==> config.mk <==
export PLATFORM = sky130hd
export DESIGN_NAME = popcount_residual_act_flat
export DESIGN_NICKNAME = d
export VERILOG_FILES = /design/src/rtl/popcount_residual_act_if.sv /design/src/rtl/popcount_residual_act.sv /design/src/flat_wrapper.sv
export SDC_FILE = /design/constraint.sdc
export NUM_CORES = 1
export LEC_CHECK = 0
export BUFFER_PORTS_ARGS = -buffer_cell sky130_fd_sc_hd__buf_2
export CAP_MARGIN = 20
export CORE_MARGIN = 3
export CORE_UTILIZATION = 60
export DETAILED_ROUTE_END_ITERATION = 8
export PLACE_DENSITY_LB_ADDON = 0.05
export SKIP_LAST_GASP = 1
export SLEW_MARGIN = 15
export SYNTH_ARGS = -nofsm -noshare
export SYNTH_HDL_FRONTEND = slang
export SYNTH_SLANG_ARGS = --single-unit
==> constraint.sdc <==
create_clock -name clk -period 8 [get_ports clk]
set_clock_uncertainty 0.05 [all_clocks]
set_input_delay 2 -clock clk [delete_from_list [all_inputs] [get_ports clk]]
set_output_delay 2 -clock clk [all_outputs]
set_load 0.05 [all_outputs]
==> src/rtl/popcount_residual_act_if.sv <==
// Handshake bundle between the popcount stage, the residual
// activation block and the next layer's input buffer.
interface popcount_residual_act_if #(
  parameter int popcount_width = 16,
  parameter int acc_width      = 24,
  parameter int act_levels     = 2,
  parameter int gamma_width    = 16
);
  logic                                 in_valid;
  logic                                 in_ready;
  logic signed [popcount_width-1:0]     in_data;
  logic signed [acc_width-1:0]          threshold;
  logic [act_levels*gamma_width-1:0]    act_gamma;
  logic                                 out_valid;
  logic                                 out_ready;
  logic [act_levels-1:0]                out_bits;
  logic signed [acc_width-1:0]          out_acc;
  logic                                 busy;

  modport master (
    output in_valid, in_data, threshold, act_gamma, out_ready,
    input  in_ready, out_valid, out_bits, out_acc, busy
  );

  modport slave (
    input  in_valid, in_data, threshold, act_gamma, out_ready,
    output in_ready, out_valid, out_bits, out_acc, busy
  );
endinterface

==> src/rtl/popcount_residual_act.sv <==
// Accumulates popcount beats into a neuron, subtracts the threshold
// and emits multi-level residual binarized activation bits.
module popcount_residual_act #(
  parameter int popcount_width = 16,
  parameter int acc_width      = 24,
  parameter int syn_fold       = 4,
  parameter int act_levels     = 2,
  parameter int gamma_width    = 16
) (
  input  logic clk,
  input  logic rst,
  popcount_residual_act_if.slave bus
);
  localparam int PW = popcount_width;
  localparam int AW = acc_width;
  localparam int GW = gamma_width;
  localparam int AL = act_levels;
  localparam int CW = (syn_fold > 1) ? $clog2(syn_fold) : 1;
  localparam int LW = (AL > 1) ? $clog2(AL) : 1;
  localparam int MW = (AW > GW) ? AW : GW;
  // Headroom so gamma steps never wrap the residual.
  localparam int RW = MW + LW + 2;

  typedef enum logic [1:0] {
    S_ACCUM, S_SUB, S_BIN, S_OUT
  } state_t;

  state_t                r_state;
  state_t                w_next;
  logic [CW-1:0]         r_cnt;
  logic [LW-1:0]         r_lvl;
  logic signed [AW-1:0]  r_acc;
  logic signed [AW-1:0]  r_thr;
  logic [AL*GW-1:0]      r_gam;
  logic signed [RW-1:0]  r_res;
  logic [AL-1:0]         r_bits;

  logic                  w_in_rdy;
  logic                  w_in_hs;
  logic                  w_last_beat;
  logic                  w_last_lvl;
  logic signed [AW-1:0]  w_base;
  logic signed [AW:0]    w_sum;
  logic signed [AW-1:0]  w_sat;
  logic signed [RW-1:0]  w_diff;
  logic [GW-1:0]         w_g;
  logic signed [RW-1:0]  w_gam;
  logic signed [RW-1:0]  w_res_nxt;

  assign w_in_rdy    = (r_state == S_ACCUM) && !rst;
  assign w_in_hs     = bus.in_valid && w_in_rdy;
  assign w_last_beat = (r_cnt == CW'(syn_fold - 1));
  assign w_last_lvl  = (r_lvl == LW'(AL - 1));

  assign w_base = (r_cnt == '0) ? '0 : r_acc;
  assign w_sum  = {w_base[AW-1], w_base}
                + {{(AW+1-PW){bus.in_data[PW-1]}}, bus.in_data};

  always_comb begin
    w_sat = w_sum[AW-1:0];
    if (w_sum[AW] != w_sum[AW-1]) begin
      w_sat = w_sum[AW] ? {1'b1, {(AW-1){1'b0}}}
                        : {1'b0, {(AW-1){1'b1}}};
    end
  end

  assign w_diff = {{(RW-AW){r_acc[AW-1]}}, r_acc}
                - {{(RW-AW){r_thr[AW-1]}}, r_thr};
  assign w_g    = r_gam[r_lvl*GW +: GW];
  assign w_gam  = {{(RW-GW){w_g[GW-1]}}, w_g};
  assign w_res_nxt = r_res[RW-1] ? (r_res + w_gam)
                                 : (r_res - w_gam);

  always_ff @(posedge clk) begin
    if (rst) r_state <= S_ACCUM;
    else     r_state <= w_next;
  end

  always_comb begin
    w_next = r_state;
    unique case (r_state)
      S_ACCUM: if (w_in_hs && w_last_beat) w_next = S_SUB;
      S_SUB:   w_next = S_BIN;
      S_BIN:   if (w_last_lvl) w_next = S_OUT;
      S_OUT:   if (bus.out_ready) w_next = S_ACCUM;
      default: w_next = S_ACCUM;
    endcase
  end

  always_ff @(posedge clk) begin
    if (rst) begin
      r_cnt  <= '0;
      r_lvl  <= '0;
      r_acc  <= '0;
      r_thr  <= '0;
      r_gam  <= '0;
      r_res  <= '0;
      r_bits <= '0;
    end else begin
      unique case (r_state)
        S_ACCUM: begin
          if (w_in_hs) begin
            r_acc <= w_sat;
            r_cnt <= w_last_beat ? '0 : r_cnt + 1'b1;
            if (r_cnt == '0) begin
              r_thr <= bus.threshold;
              r_gam <= bus.act_gamma;
            end
          end
        end
        S_SUB: begin
          r_res <= w_diff;
          r_lvl <= '0;
        end
        S_BIN: begin
          r_bits[r_lvl] <= ~r_res[RW-1];
          r_res         <= w_res_nxt;
          r_lvl         <= w_last_lvl ? '0 : r_lvl + 1'b1;
        end
        default: ;
      endcase
    end
  end

  assign bus.in_ready  = w_in_rdy;
  assign bus.out_valid = (r_state == S_OUT) && !rst;
  assign bus.out_bits  = rst ? '0 : r_bits;
  assign bus.out_acc   = rst ? '0 : r_acc;
  assign bus.busy      = !rst
    && !((r_state == S_ACCUM) && (r_cnt == '0));
endmodule

==> src/flat_wrapper.sv <==
// flat-port wrapper written by rule: the top's interface ports become plain ports
module popcount_residual_act_flat 
#(
  parameter int popcount_width = 16,
  parameter int acc_width      = 24,
  parameter int syn_fold       = 4,
  parameter int act_levels     = 2,
  parameter int gamma_width    = 16
)
  (clk, rst, bus_in_valid, bus_in_data, bus_threshold, bus_act_gamma, bus_out_ready, bus_in_ready, bus_out_valid, bus_out_bits, bus_out_acc, bus_busy);
  popcount_residual_act_if #(.popcount_width(popcount_width), .acc_width(acc_width), .act_levels(act_levels), .gamma_width(gamma_width)) bus_i ();
  input  logic clk;
  input  logic rst;
  input wire logic [$bits(bus_i.in_valid)-1:0] bus_in_valid;
  input wire logic [$bits(bus_i.in_data)-1:0] bus_in_data;
  input wire logic [$bits(bus_i.threshold)-1:0] bus_threshold;
  input wire logic [$bits(bus_i.act_gamma)-1:0] bus_act_gamma;
  input wire logic [$bits(bus_i.out_ready)-1:0] bus_out_ready;
  output wire logic [$bits(bus_i.in_ready)-1:0] bus_in_ready;
  output wire logic [$bits(bus_i.out_valid)-1:0] bus_out_valid;
  output wire logic [$bits(bus_i.out_bits)-1:0] bus_out_bits;
  output wire logic [$bits(bus_i.out_acc)-1:0] bus_out_acc;
  output wire logic [$bits(bus_i.busy)-1:0] bus_busy;
  assign bus_i.in_valid = bus_in_valid;
  assign bus_i.in_data = bus_in_data;
  assign bus_i.threshold = bus_threshold;
  assign bus_i.act_gamma = bus_act_gamma;
  assign bus_i.out_ready = bus_out_ready;
  assign bus_in_ready = bus_i.in_ready;
  assign bus_out_valid = bus_i.out_valid;
  assign bus_out_bits = bus_i.out_bits;
  assign bus_out_acc = bus_i.out_acc;
  assign bus_busy = bus_i.busy;
  popcount_residual_act #(.popcount_width(popcount_width), .acc_width(acc_width), .syn_fold(syn_fold), .act_levels(act_levels), .gamma_width(gamma_width)) u_core (.clk(clk), .rst(rst), .bus(bus_i));
endmodule
==> results of run 1 <==
==> worst max path at each step <==
stage,cells after the start,to
after floorplan,3,bus_busy
after global placement,3,bus_in_ready
after detailed placement,11,u_core.r_acc[14]$_SDFFE_PP0P_
after CTS,3,bus_in_ready
after global routing,3,bus_in_ready
final,3,bus_in_ready
==> state kept, by name (all words and copies together) (netlist names) <==
name	count
u_core.r_gam	32
u_core.r_res	27
u_core.r_acc	24
u_core.r_thr	24
u_core.r_bits	2
u_core.r_cnt	2
u_core.r_state	2
u_core.r_lvl	1
==> worst register-to-register path, cell delays in order, from the launching register on <==
cell	delay (ns)
dfxtp_1	0.31
buf_4	0.37
mux2i_1	0.33
ha_1	0.25
nand3_1	0.11
nor3_1	0.40
nand2_1	0.18
o21ai_0	0.62
mux2i_1	0.19
ha_1	0.41
a21oi_1	0.22
o21ai_0	0.12
a22o_1	0.24
a31o_2	0.22
o41a_1	0.35
a31oi_1	0.25
xnor2_1	0.15
o32ai_1	0.08
==> per-stage QoR <==
| stage | total power, W | util | setup WS, ns | std cells | hold WS [ns] |
|---|---|---|---|---|---|
| after floorplan | 0.00239 | - | 2.79 | 1193 | 0.375 |
| after global placement | 0.00279 | 0.668 | 2.79 | 1427 | 0.390 |
| after detailed placement | 0.00282 | 0.668 | 2.70 | 1427 | 0.396 |
| after CTS | 0.00368 | 0.713 | 2.75 | 1459 | 0.404 |
| after global routing | 0.00398 | 0.715 | 2.61 | 1460 | 0.429 |
| final | 0.00370 | 0.715 | 2.77 | 1460 | 0.407 |
==> cells by family after synthesis <==
group	Yosys count
xor gates and xnor gates	67
buffers and inverters	104
and+or+nand+nor	427
DFF	114
AOI/OAI and AO/OA	371
adders and majority gates	84
muxes	26
==> synth_stat cells (all sizes together) (17+ instances only) <==
library cell | n | area share
nor3 | 17 | 0.0096
a21oi | 133 | 0.075
nor2b | 58 | 0.042
inv | 45 | 0.019
o21ai | 72 | 0.041
o211ai | 17 | 0.015
xnor2 | 44 | 0.043
a21o | 33 | 0.028
nor2 | 106 | 0.045
nand2 | 193 | 0.082
dfxtp | 114 | 0.26
clkbuf | 48 | 0.020
ha | 81 | 0.11
mux2i | 21 | 0.024
xor2 | 23 | 0.023
a211oi | 33 | 0.030
==> power by group through the flow <==
stage                     Combinational [W]  Sequential, W  Clock [W]
final                               0.00207       0.000786   0.000847
after global routing                0.00230       0.000796   0.000883
after CTS                           0.00205       0.000781   0.000849
after detailed placement            0.00203       0.000791          0
after global placement              0.00200       0.000790          0
after floorplan                     0.00164       0.000743          0
==> area by class of cell <==
| type | count | area, µm² | share of cell area |
|---|---|---|---|
| clock inverter | 15 | 223 | 0.0219 |
| multi-input combinational | 975 | 6220 | 0.613 |
| inverter | 46 | 173 | 0.0170 |
| clock buffer | 17 | 425 | 0.0419 |
| timing repair buffer | 113 | 603 | 0.0594 |
| sequential | 114 | 2280 | 0.225 |
| tap | 180 | 225 | 0.0222 |
==> metal layers <==
metal  track usage  vias to the layer above
met5             0                        -
met4        0.0774                        0
met3        0.0513                       28
met2         0.459                      238
met1         0.410                     3883
li1              -                     4346
==> qor.csv, run 1 <==
stage,metric,value,unit
critical_path,path_cells,buf_4 -> nor2b_1 -> buf_2,
clocking,cts_resized,0,
final_layout,syn2layout_area_growth,14.1,%
grt,grt_pass1_wl,38800,µm
die,die_area,0.0163,mm²
synthesis,ys_ff_latch,114,
die,rows,43,
power_and_ir_drop,powerDensity,364,mW/mm²
critical_path,cp-start-kind,input port,
synthesis,synthArstFlopShare,0,
clocking,post_cts_buffers,0,
hold_path,hold_class,reg -> reg,
clocking,cts.hold.buffers_added,0,
sta,fin_crit,5.23,ns
placement,dpl_cell_area,0.00948,mm²
power_and_ir_drop,internal_power,0.00206,W
final_layout,final_area,0.0102,mm²
hold_path,min_path_cells,2,
critical_path,required,5.95,ns
clocking,clock-root-buffer,clkbuf_16,
route,firstDrtPassIters,5,
route,postRouteWirelength,23400,µm
synthesis,synth-xor-area-share,0.0660,
route,wl_met2,10500,µm
clocking,cts_tree,yes,
power_and_ir_drop,p_sw_frac,0.444,
power_and_ir_drop,p_leak,4.30,nW
power_and_ir_drop,comb_power_share,0.559,
synthesis,synth_edf_count,0,
route,num_vias,8495,
final_layout,nFillCells,1263,
route,routedWlPerCell,16.0,µm
critical_path,max_stage_delay,0.70,ns
sta,setup-violations-final,0,
critical_path,reg2reg_depth,17,
grt,first_global_vias,7948,
route,ant_nets,0,
synthesis,synth_ff_type,dfxtp_1,
critical_path,critical_path.max_fanout,96,
critical_path,r2r-end,u_core.r_res[26]$_SDFFE_PP0P_,
final_layout,drive_above_1_share,0.136,
synthesis,synth_mux_area_frac,0.0300,
synthesis,synth_sequential_area_ratio,0.257,
synthesis,synth_nets,1353,
grt,grt_max_degree,97,
run_status,status,"finished, final reports clean",
critical_path,worst_path_max_delay_cell,buf_4,
sta,setup_tns,0,ns
sta,rsz0062_at_grt,no,
synthesis,synthSimpleGateAreaFrac,0.214,
critical_path,crit_type,in -> out,
sta,final_max_slew_viol_count,0,
sta,max-slew-margin-rel,0.331,
critical_path,startpoint,rst,
synthesis,synth_top_family_by_area,compound AO/OA/AOI/OAI gates,
synthesis,ys_types,67,
clocking,clockBufferDepth,2,
critical_path,rr_startpoint,u_core.r_lvl$_SDFFE_PP0P_,
synthesis,syn_inst,1193,
synthesis,synth_compound_area_frac,0.268,
placement,dpl.hpwl,16800,µm
route,topRoutingLayerUsed,met4,
clocking,clk_pin_slew,0.06,ns
hold_path,worst_hold_path.endpoint,u_core.r_thr[4]$_SDFFE_PP0P_,
critical_path,critical_path.top_delay_family,buffers and inverters,
synthesis,synth.avg_cell_area,7.46,µm²
synthesis,ys.warnings.count,0,
route,avgViaCountPerCell,5.82,
run,cap_violations,0,
clocking,numClockSinks,114,
die,fp.dieW,128,µm
sta,hold_violations,0,
sta,max_freq,191,MHz
power_and_ir_drop,p_sw,0.00164,W
sta,fin_crit_sh,0.654,
clocking,insertion_delay,0.43,ns
synthesis,syn-cell-area,0.00890,mm²
critical_path,crit_path_end_kind,output pin,
route,wirelength_met1,11200,µm
placement,globalplace.congestion,0.905,
grt,grt.total_usage,0.291,
power_and_ir_drop,power.share.sequential,0.212,
clocking,cts_made_buffers,17,
synthesis,yosys.area_share.adder,0.121,
hold_path,hp-start,u_core.r_thr[4]$_SDFFE_PP0P_,
route,met3_length,1310,µm
final_layout,mostFrequentLayoutCells,"191 x nand2_1, 132 x a21oi_1, 114 x dfxtp_1, 106 x nor2_1, 103 x buf_2",
sta,worstMarginPinSlew,1.00,ns
final_layout,final_common_cell,nand2_1,
die,start_util,0.626,
power_and_ir_drop,max-vdd-ir-drop,186,µV
final_layout,diodes,0,
clocking,htree_levels,4,
final_layout,fin_nets,1427,
grt,grt.overflow.total,0,
grt,antenna_found_initial,0,
critical_path,rrSetupSlack,3.02,ns
die,core,0.0142,mm²
power_and_ir_drop,clkPwrFrac,0.229,
route,route.detailed.drc,0,
route,initialDrtViolationCount,617,
critical_path,arrival,3.18,ns
die,die_y,128,µm
critical_path,critical_path_buf_inv_count,2,
die,ios,105,
placement,portBuffers,104,
No activity file was read; power rests on OpenSTA's default activity.
==> run 2: changes to the inputs <==
clock period = 5.5 ns   (was 8 ns; I/O delays follow)
==> run 2 against run 1 <==
  * Design area decreased by 0.19%
  * Largest cell class unchanged
  * Non-clock buffer count rose by 2
  * Critical path depth is 14 higher
  * Cell count rose by 0.14%
  * Die area stayed put
  * Worst hold slack gained 0.0036 ns
  * Clock power rose by 35%
==> qor.csv, run 2 (same netlist as run 1, synthesis figures left out) <==
stage,metric,value,unit
critical_path,max_stage_delay,0.52,ns
critical_path,worst_path_max_delay_cell,o21ai_0,
clocking,cts_made_buffers,17,
critical_path,arrival,4.92,ns
critical_path,required,5.74,ns
final_layout,final_common_cell,nand2_1,
final_layout,utilization,0.713,
clocking,cts_resized,0,
hold_path,hold_class,reg -> reg,
power_and_ir_drop,powerDensity,522,mW/mm²
route,routedWlPerCell,15.8,µm
power_and_ir_drop,p_sw,0.00234,W
critical_path,crit_path_end_kind,flip-flop,
final_layout,largest_reg_flops,32,
die,die_area,0.0163,mm²
power_and_ir_drop,internal_power,0.00296,W
run_status,status,"finished, final reports clean",
die,die_y,128,µm
sta,hold_violations,0,
clocking,clock-root-buffer,clkbuf_16,
power_and_ir_drop,p_leak,4.29,nW
critical_path,cp-start-kind,flip-flop,
route,route.detailed.drc,0,
die,rows,43,
sta,setup-violations-final,0,
final_layout,syn2layout_area_growth,13.9,%
sta,fin_crit_sh,0.852,
critical_path,critical_path.max_fanout,29,
route,avgViaCountPerCell,5.85,
grt,grt_pass1_wl,38600,µm
placement,portBuffers,104,
clocking,post_cts_buffers,0,
clocking,htree_levels,4,
route,num_vias,8560,
route,ant_nets,0,
final_layout,top_register,u_core.r_gam,
final_layout,mostFrequentLayoutCells,"191 x nand2_1, 132 x a21oi_1, 114 x dfxtp_1, 106 x nor2_1, 103 x buf_2",
final_layout,drive_above_1_share,0.137,
grt,grt.overflow.total,0,
sta,max_freq,213,MHz
final_layout,diodes,0,
sta,worstMarginPinSlew,0.976,ns
clocking,cts.hold.buffers_added,0,
clocking,clk_pin_slew,0.06,ns
sta,final_max_slew_viol_count,0,
power_and_ir_drop,power.share.sequential,0.216,
placement,dpl.hpwl,17200,µm
clocking,cts_tree,yes,
die,core,0.0142,mm²
sta,fin_crit,4.69,ns
grt,grt.total_usage,0.286,
placement,globalplace.congestion,0.923,
die,ios,105,
sta,setup_tns,0,ns
grt,grt_max_degree,62,
route,firstDrtPassIters,7,
critical_path,path_cells,buf_4 -> o32ai_1 -> nand3_1 -> nor3_1 -> nand2_1 -> o21ai_0 -> mux2i_1 -> ha_1 -> a21o_1 -> a21oi_1 -> o21ai_0 -> a22o_1 -> a31o_2 -> o41a_1 -> a31oi_1 -> xnor2_1 -> o32ai_1,
grt,antenna_found_initial,0,
route,postRouteWirelength,23100,µm
die,fp.dieW,128,µm
sta,max-slew-margin-rel,0.349,
critical_path,crit_type,reg -> reg,
power_and_ir_drop,clkPwrFrac,0.215,
clocking,clockBufferDepth,2,
sta,rsz0062_at_grt,no,
final_layout,fin_nets,1429,
grt,first_global_vias,8004,
final_layout,reg_top3,"u_core.r_gam x32, u_core.r_res x27",
power_and_ir_drop,p_sw_frac,0.442,
power_and_ir_drop,comb_power_share,0.569,
route,initialDrtViolationCount,652,
run,cap_violations,0,
power_and_ir_drop,max-vdd-ir-drop,310,µV
clocking,numClockSinks,114,
clocking,insertion_delay,0.41,ns
die,start_util,0.626,
critical_path,reg2reg_depth,17,
final_layout,nFillCells,1256,
hold_path,min_path_cells,2,
## run 2: changes by cell type in the layout (fill, tap and decap cells not counted)
cell / before / now
clkinvlp_4: 1 / 3
inv_8: 3 / 0
clkinv_2: 0 / 2
clkbuf_8: 0 / 1
inv_6: 3 / 4
clkinv_4: 4 / 2
buf_4: 9 / 11
bufinv_16: 4 / 3
## run 2: power groups by stage
stage               Sequential [W]  Clock (W)  Combinational, W
finish                     0.00115    0.00114           0.00301
global route               0.00116    0.00119           0.00336
CTS                        0.00114    0.00115           0.00298
detailed placement         0.00115          0           0.00295
global placement           0.00115          0           0.00292
floorplan                  0.00108          0           0.00239
## run 2: worst max-delay path: cells and delay by family, from the launching register on
kind | cells | cell delay, ns
multiplexers | 1 | 0.16
adder cells (fa/ha/maj) | 1 | 0.26
buffers and inverters | 1 | 0.29
AO/OA/AOI/OAI | 10 | 2.52
XOR/XNOR | 1 | 0.15
AND/OR/NAND/NOR | 3 | 0.71
flip-flops | 1 | 0.42
## run 2: path summary, 6_finish.rpt
check | start | end | slack [ns]
min reg2reg | u_core.r_gam[0]$_SDFFE_PP0P_ | u_core.r_gam[0]$_SDFFE_PP0P_ | 0.41
max | u_core.r_lvl$_SDFFE_PP0P_ | u_core.r_res[26]$_SDFFE_PP0P_ | 0.81
max reg2reg | u_core.r_lvl$_SDFFE_PP0P_ | u_core.r_res[26]$_SDFFE_PP0P_ | 0.81
min | u_core.r_gam[0]$_SDFFE_PP0P_ | u_core.r_gam[0]$_SDFFE_PP0P_ | 0.41
## run 2: layout make-up
class	count	area, µm²	share of cell area
Clock buffer	18	439	0.0433
Clock inverter	14	175	0.0173
Inverter	46	173	0.0170
Multi-Input combinational cell	975	6220	0.614
Sequential cell	114	2280	0.225
Tap cell	180	225	0.0222
Timing Repair Buffer	115	618	0.0610
## run 2: layer usage
layer	vias up	global-route usage	share of wire
met5	-	0	0
met4	0	0.0805	0.015
met3	27	0.0588	0.061
met2	224	0.442	0.45
met1	3946	0.405	0.48
li1	4363	-	-
## run 2: through the flow
stage	total power [W]	instance area (µm²)	worst slack, ns	hold slack [ns]	cells
after floorplan	0.00347	8900	0.929	0.375	1193
after global placement	0.00407	9500	1.07	0.387	1429
final	0.00529	10100	0.814	0.410	1462
after CTS	0.00527	10100	0.903	0.409	1461
after detailed placement	0.00410	9500	0.927	0.398	1429
after global routing	0.00571	10100	0.541	0.428	1462
==> run 3: changes to the inputs <==
clock period = 5.02 ns   (was 5.5 ns; I/O delays follow)
==> run 3 against run 2 <==
  * Combinational power rose by 11%
  * Register-to-register slack got worse by 0.46 ns
  * Maximum frequency rose by 0.50%
  * Sequential power rose by 9.6%
  * Sequential cell count did not move
  * Non-clock buffer count rose by 4
  * Die area did not move
  * Worst hold slack got worse by 0.0051 ns
  * Critical path type unchanged
  * Largest cell class unchanged
  * Largest power group unchanged
==> qor.csv, run 3 (same netlist as run 1, synthesis figures left out) <==
stage,metric,value,unit
critical_path,critical_path_buf_inv_count,1,
power_and_ir_drop,comb_power_share,0.574,
final_layout,top_register,u_core.r_gam,
critical_path,worst_path_max_delay_cell,dfxtp_1,
die,core,0.0142,mm²
final_layout,drive_above_1_share,0.140,
critical_path,crit_path_end_kind,flip-flop,
critical_path,worstSetupPathDepth,18,
critical_path,arrival,4.91,ns
grt,grt.total_usage,0.292,
die,fp.dieW,128,µm
critical_path,reg2reg_depth,18,
clocking,cts_tree,yes,
sta,worstMarginPinSlew,1.00,ns
critical_path,critical_path.max_fanout,28,
critical_path,critical_path.top_delay_family,compound AO/OA/AOI/OAI gates,
placement,portBuffers,104,
sta,hold_violations,0,
critical_path,cp-start-kind,flip-flop,
grt,grt_max_degree,57,
power_and_ir_drop,clkPwrFrac,0.209,
die,die_y,128,µm
clocking,clock-root-buffer,clkbuf_16,
placement,globalplace.congestion,0.920,
clocking,insertion_delay,0.42,ns
final_layout,largest_reg_flops,32,
grt,grt.overflow.total,0,
die,rows,43,
route,firstDrtPassIters,5,
grt,first_global_vias,8020,
sta,final_max_slew_viol_count,0,
final_layout,diodes,0,
sta,max_freq,214,MHz
run,cap_violations,0,
run_status,status,"finished, final reports clean",
clocking,clockBufferDepth,2,
route,initialDrtViolationCount,736,
final_layout,syn2layout_area_growth,14.0,%
die,ios,105,
clocking,htree_levels,4,
clocking,clk_pin_slew,0.06,ns
power_and_ir_drop,power.share.sequential,0.217,
route,num_vias,8555,
final_layout,fin_cells,1466,
sta,fin_crit_sh,0.929,
critical_path,crit_type,reg -> reg,
power_and_ir_drop,p_sw_frac,0.450,
sta,fin_crit,4.66,ns
placement,dpl.hpwl,17500,µm
sta,rsz0062_at_grt,no,
sta,setup-violations-final,0,
grt,grt_pass1_wl,39300,µm
route,routedWlPerCell,16.0,µm
clocking,post_cts_buffers,0,
hold_path,min_path_cells,2,
die,start_util,0.626,
placement,dp.cells,1433,
power_and_ir_drop,p_leak,4.30,nW
die,die_area,0.0163,mm²
critical_path,path_cells,buf_4 -> nand2b_1 -> o32ai_1 -> and3_1 -> nor2b_1 -> and2_1 -> a21oi_1 -> mux2_2 -> ha_1 -> a21o_1 -> a21oi_1 -> o21ai_0 -> a22o_1 -> a31o_2 -> o41a_1 -> a31oi_1 -> xnor2_1 -> o32ai_1,
route,ant_nets,0,
route,postRouteWirelength,23500,µm
clocking,cts_resized,0,
sta,setup_tns,0,ns
hold_path,hold_class,reg -> reg,
power_and_ir_drop,powerDensity,572,mW/mm²
critical_path,max_stage_delay,0.60,ns
grt,antenna_found_initial,0,
clocking,numClockSinks,114,
critical_path,required,5.27,ns
clocking,cts_made_buffers,17,
final_layout,mostFrequentLayoutCells,"191 x nand2_1, 132 x a21oi_1, 114 x dfxtp_1, 106 x nor2_1, 103 x buf_2",
power_and_ir_drop,max-vdd-ir-drop,375,µV
clocking,cts.hold.buffers_added,0,
route,avgViaCountPerCell,5.84,
route,route.detailed.drc,0,
sta,max-slew-margin-rel,0.331,
final_layout,final_common_cell,nand2_1,
placement,dpl_cell_area,0.00953,mm²
power_and_ir_drop,p_sw,0.00261,W
power_and_ir_drop,internal_power,0.00320,W
final_layout,fin_nets,1433,
final_layout,reg_top3,"u_core.r_gam x32, u_core.r_res x27",
final_layout,final_area,0.0101,mm²
sta,whs,0.405,ns
-- run 3: cell types whose count changed in the layout (fill, tap and decap cells not counted) --
cell	delta
bufinv_16	-1
clkinvlp_4	+1
buf_4	+4
-- run 3: final cells by class --
type                            count  area (µm²)
Clock buffer                       18         439
Clock inverter                     14         153
Fill cell                        1215        4060
Inverter                           46         173
Multi-Input combinational cell    975        6220
Sequential cell                   114        2280
Tap cell                          180         225
Timing Repair Buffer              119         648
-- run 3: metrics by stage --
step | util | total power (W) | worst slack [ns]
6_report | 0.714 | 0.00580 | 0.358
5_1_grt | 0.714 | 0.00625 | 0.0354
4_1_cts | 0.712 | 0.00577 | 0.434
3_5_place_dp | 0.671 | 0.00453 | 0.530
3_3_place_gp | 0.671 | 0.00450 | 0.658
2_1_floorplan | - | 0.00380 | 0.449
-- run 3: layer usage --
metal	GRT usage	wire (µm)	up-vias
li1	-	-	4361
met1	0.412	11200	3935
met2	0.469	10700	226
met3	0.0471	1280	33
met4	0.0718	362	0
met5	0	0	-
-- run 3: path summary, 6_finish.rpt --
kind                                      from                            end  slack, ns
setup / recovery     u_core.r_lvl$_SDFFE_PP0P_  u_core.r_res[26]$_SDFFE_PP0P_       0.36
setup reg to reg     u_core.r_lvl$_SDFFE_PP0P_  u_core.r_res[26]$_SDFFE_PP0P_       0.36
hold reg to reg   u_core.r_acc[0]$_SDFFE_PP0P_   u_core.r_acc[0]$_SDFFE_PP0P_       0.41
hold / removal    u_core.r_acc[0]$_SDFFE_PP0P_   u_core.r_acc[0]$_SDFFE_PP0P_       0.41
-- run 3: worst register-to-register path, stage by stage (launching register included) --
cell      delay, ns
dfxtp_1        0.60
buf_4          0.39
nand2b_1       0.14
o32ai_1        0.13
and3_1         0.23
nor2b_1        0.18
and2_1         0.19
a21oi_1        0.17
mux2_2         0.30
ha_1           0.36
a21o_1         0.21
a21oi_1        0.19
o21ai_0        0.12
a22o_1         0.23
a31o_2         0.22
o41a_1         0.34
a31oi_1        0.24
xnor2_1        0.15
o32ai_1        0.09
-- run 3: power by group through the flow --
stage | logic (W) | clock network, W | registers (W)
floorplan | 0.00262 | 0 | 0.00118
global placement | 0.00323 | 0 | 0.00127
detailed placement | 0.00326 | 0 | 0.00126
CTS | 0.00329 | 0.00122 | 0.00125
global route | 0.00370 | 0.00128 | 0.00127
finish | 0.00333 | 0.00121 | 0.00126
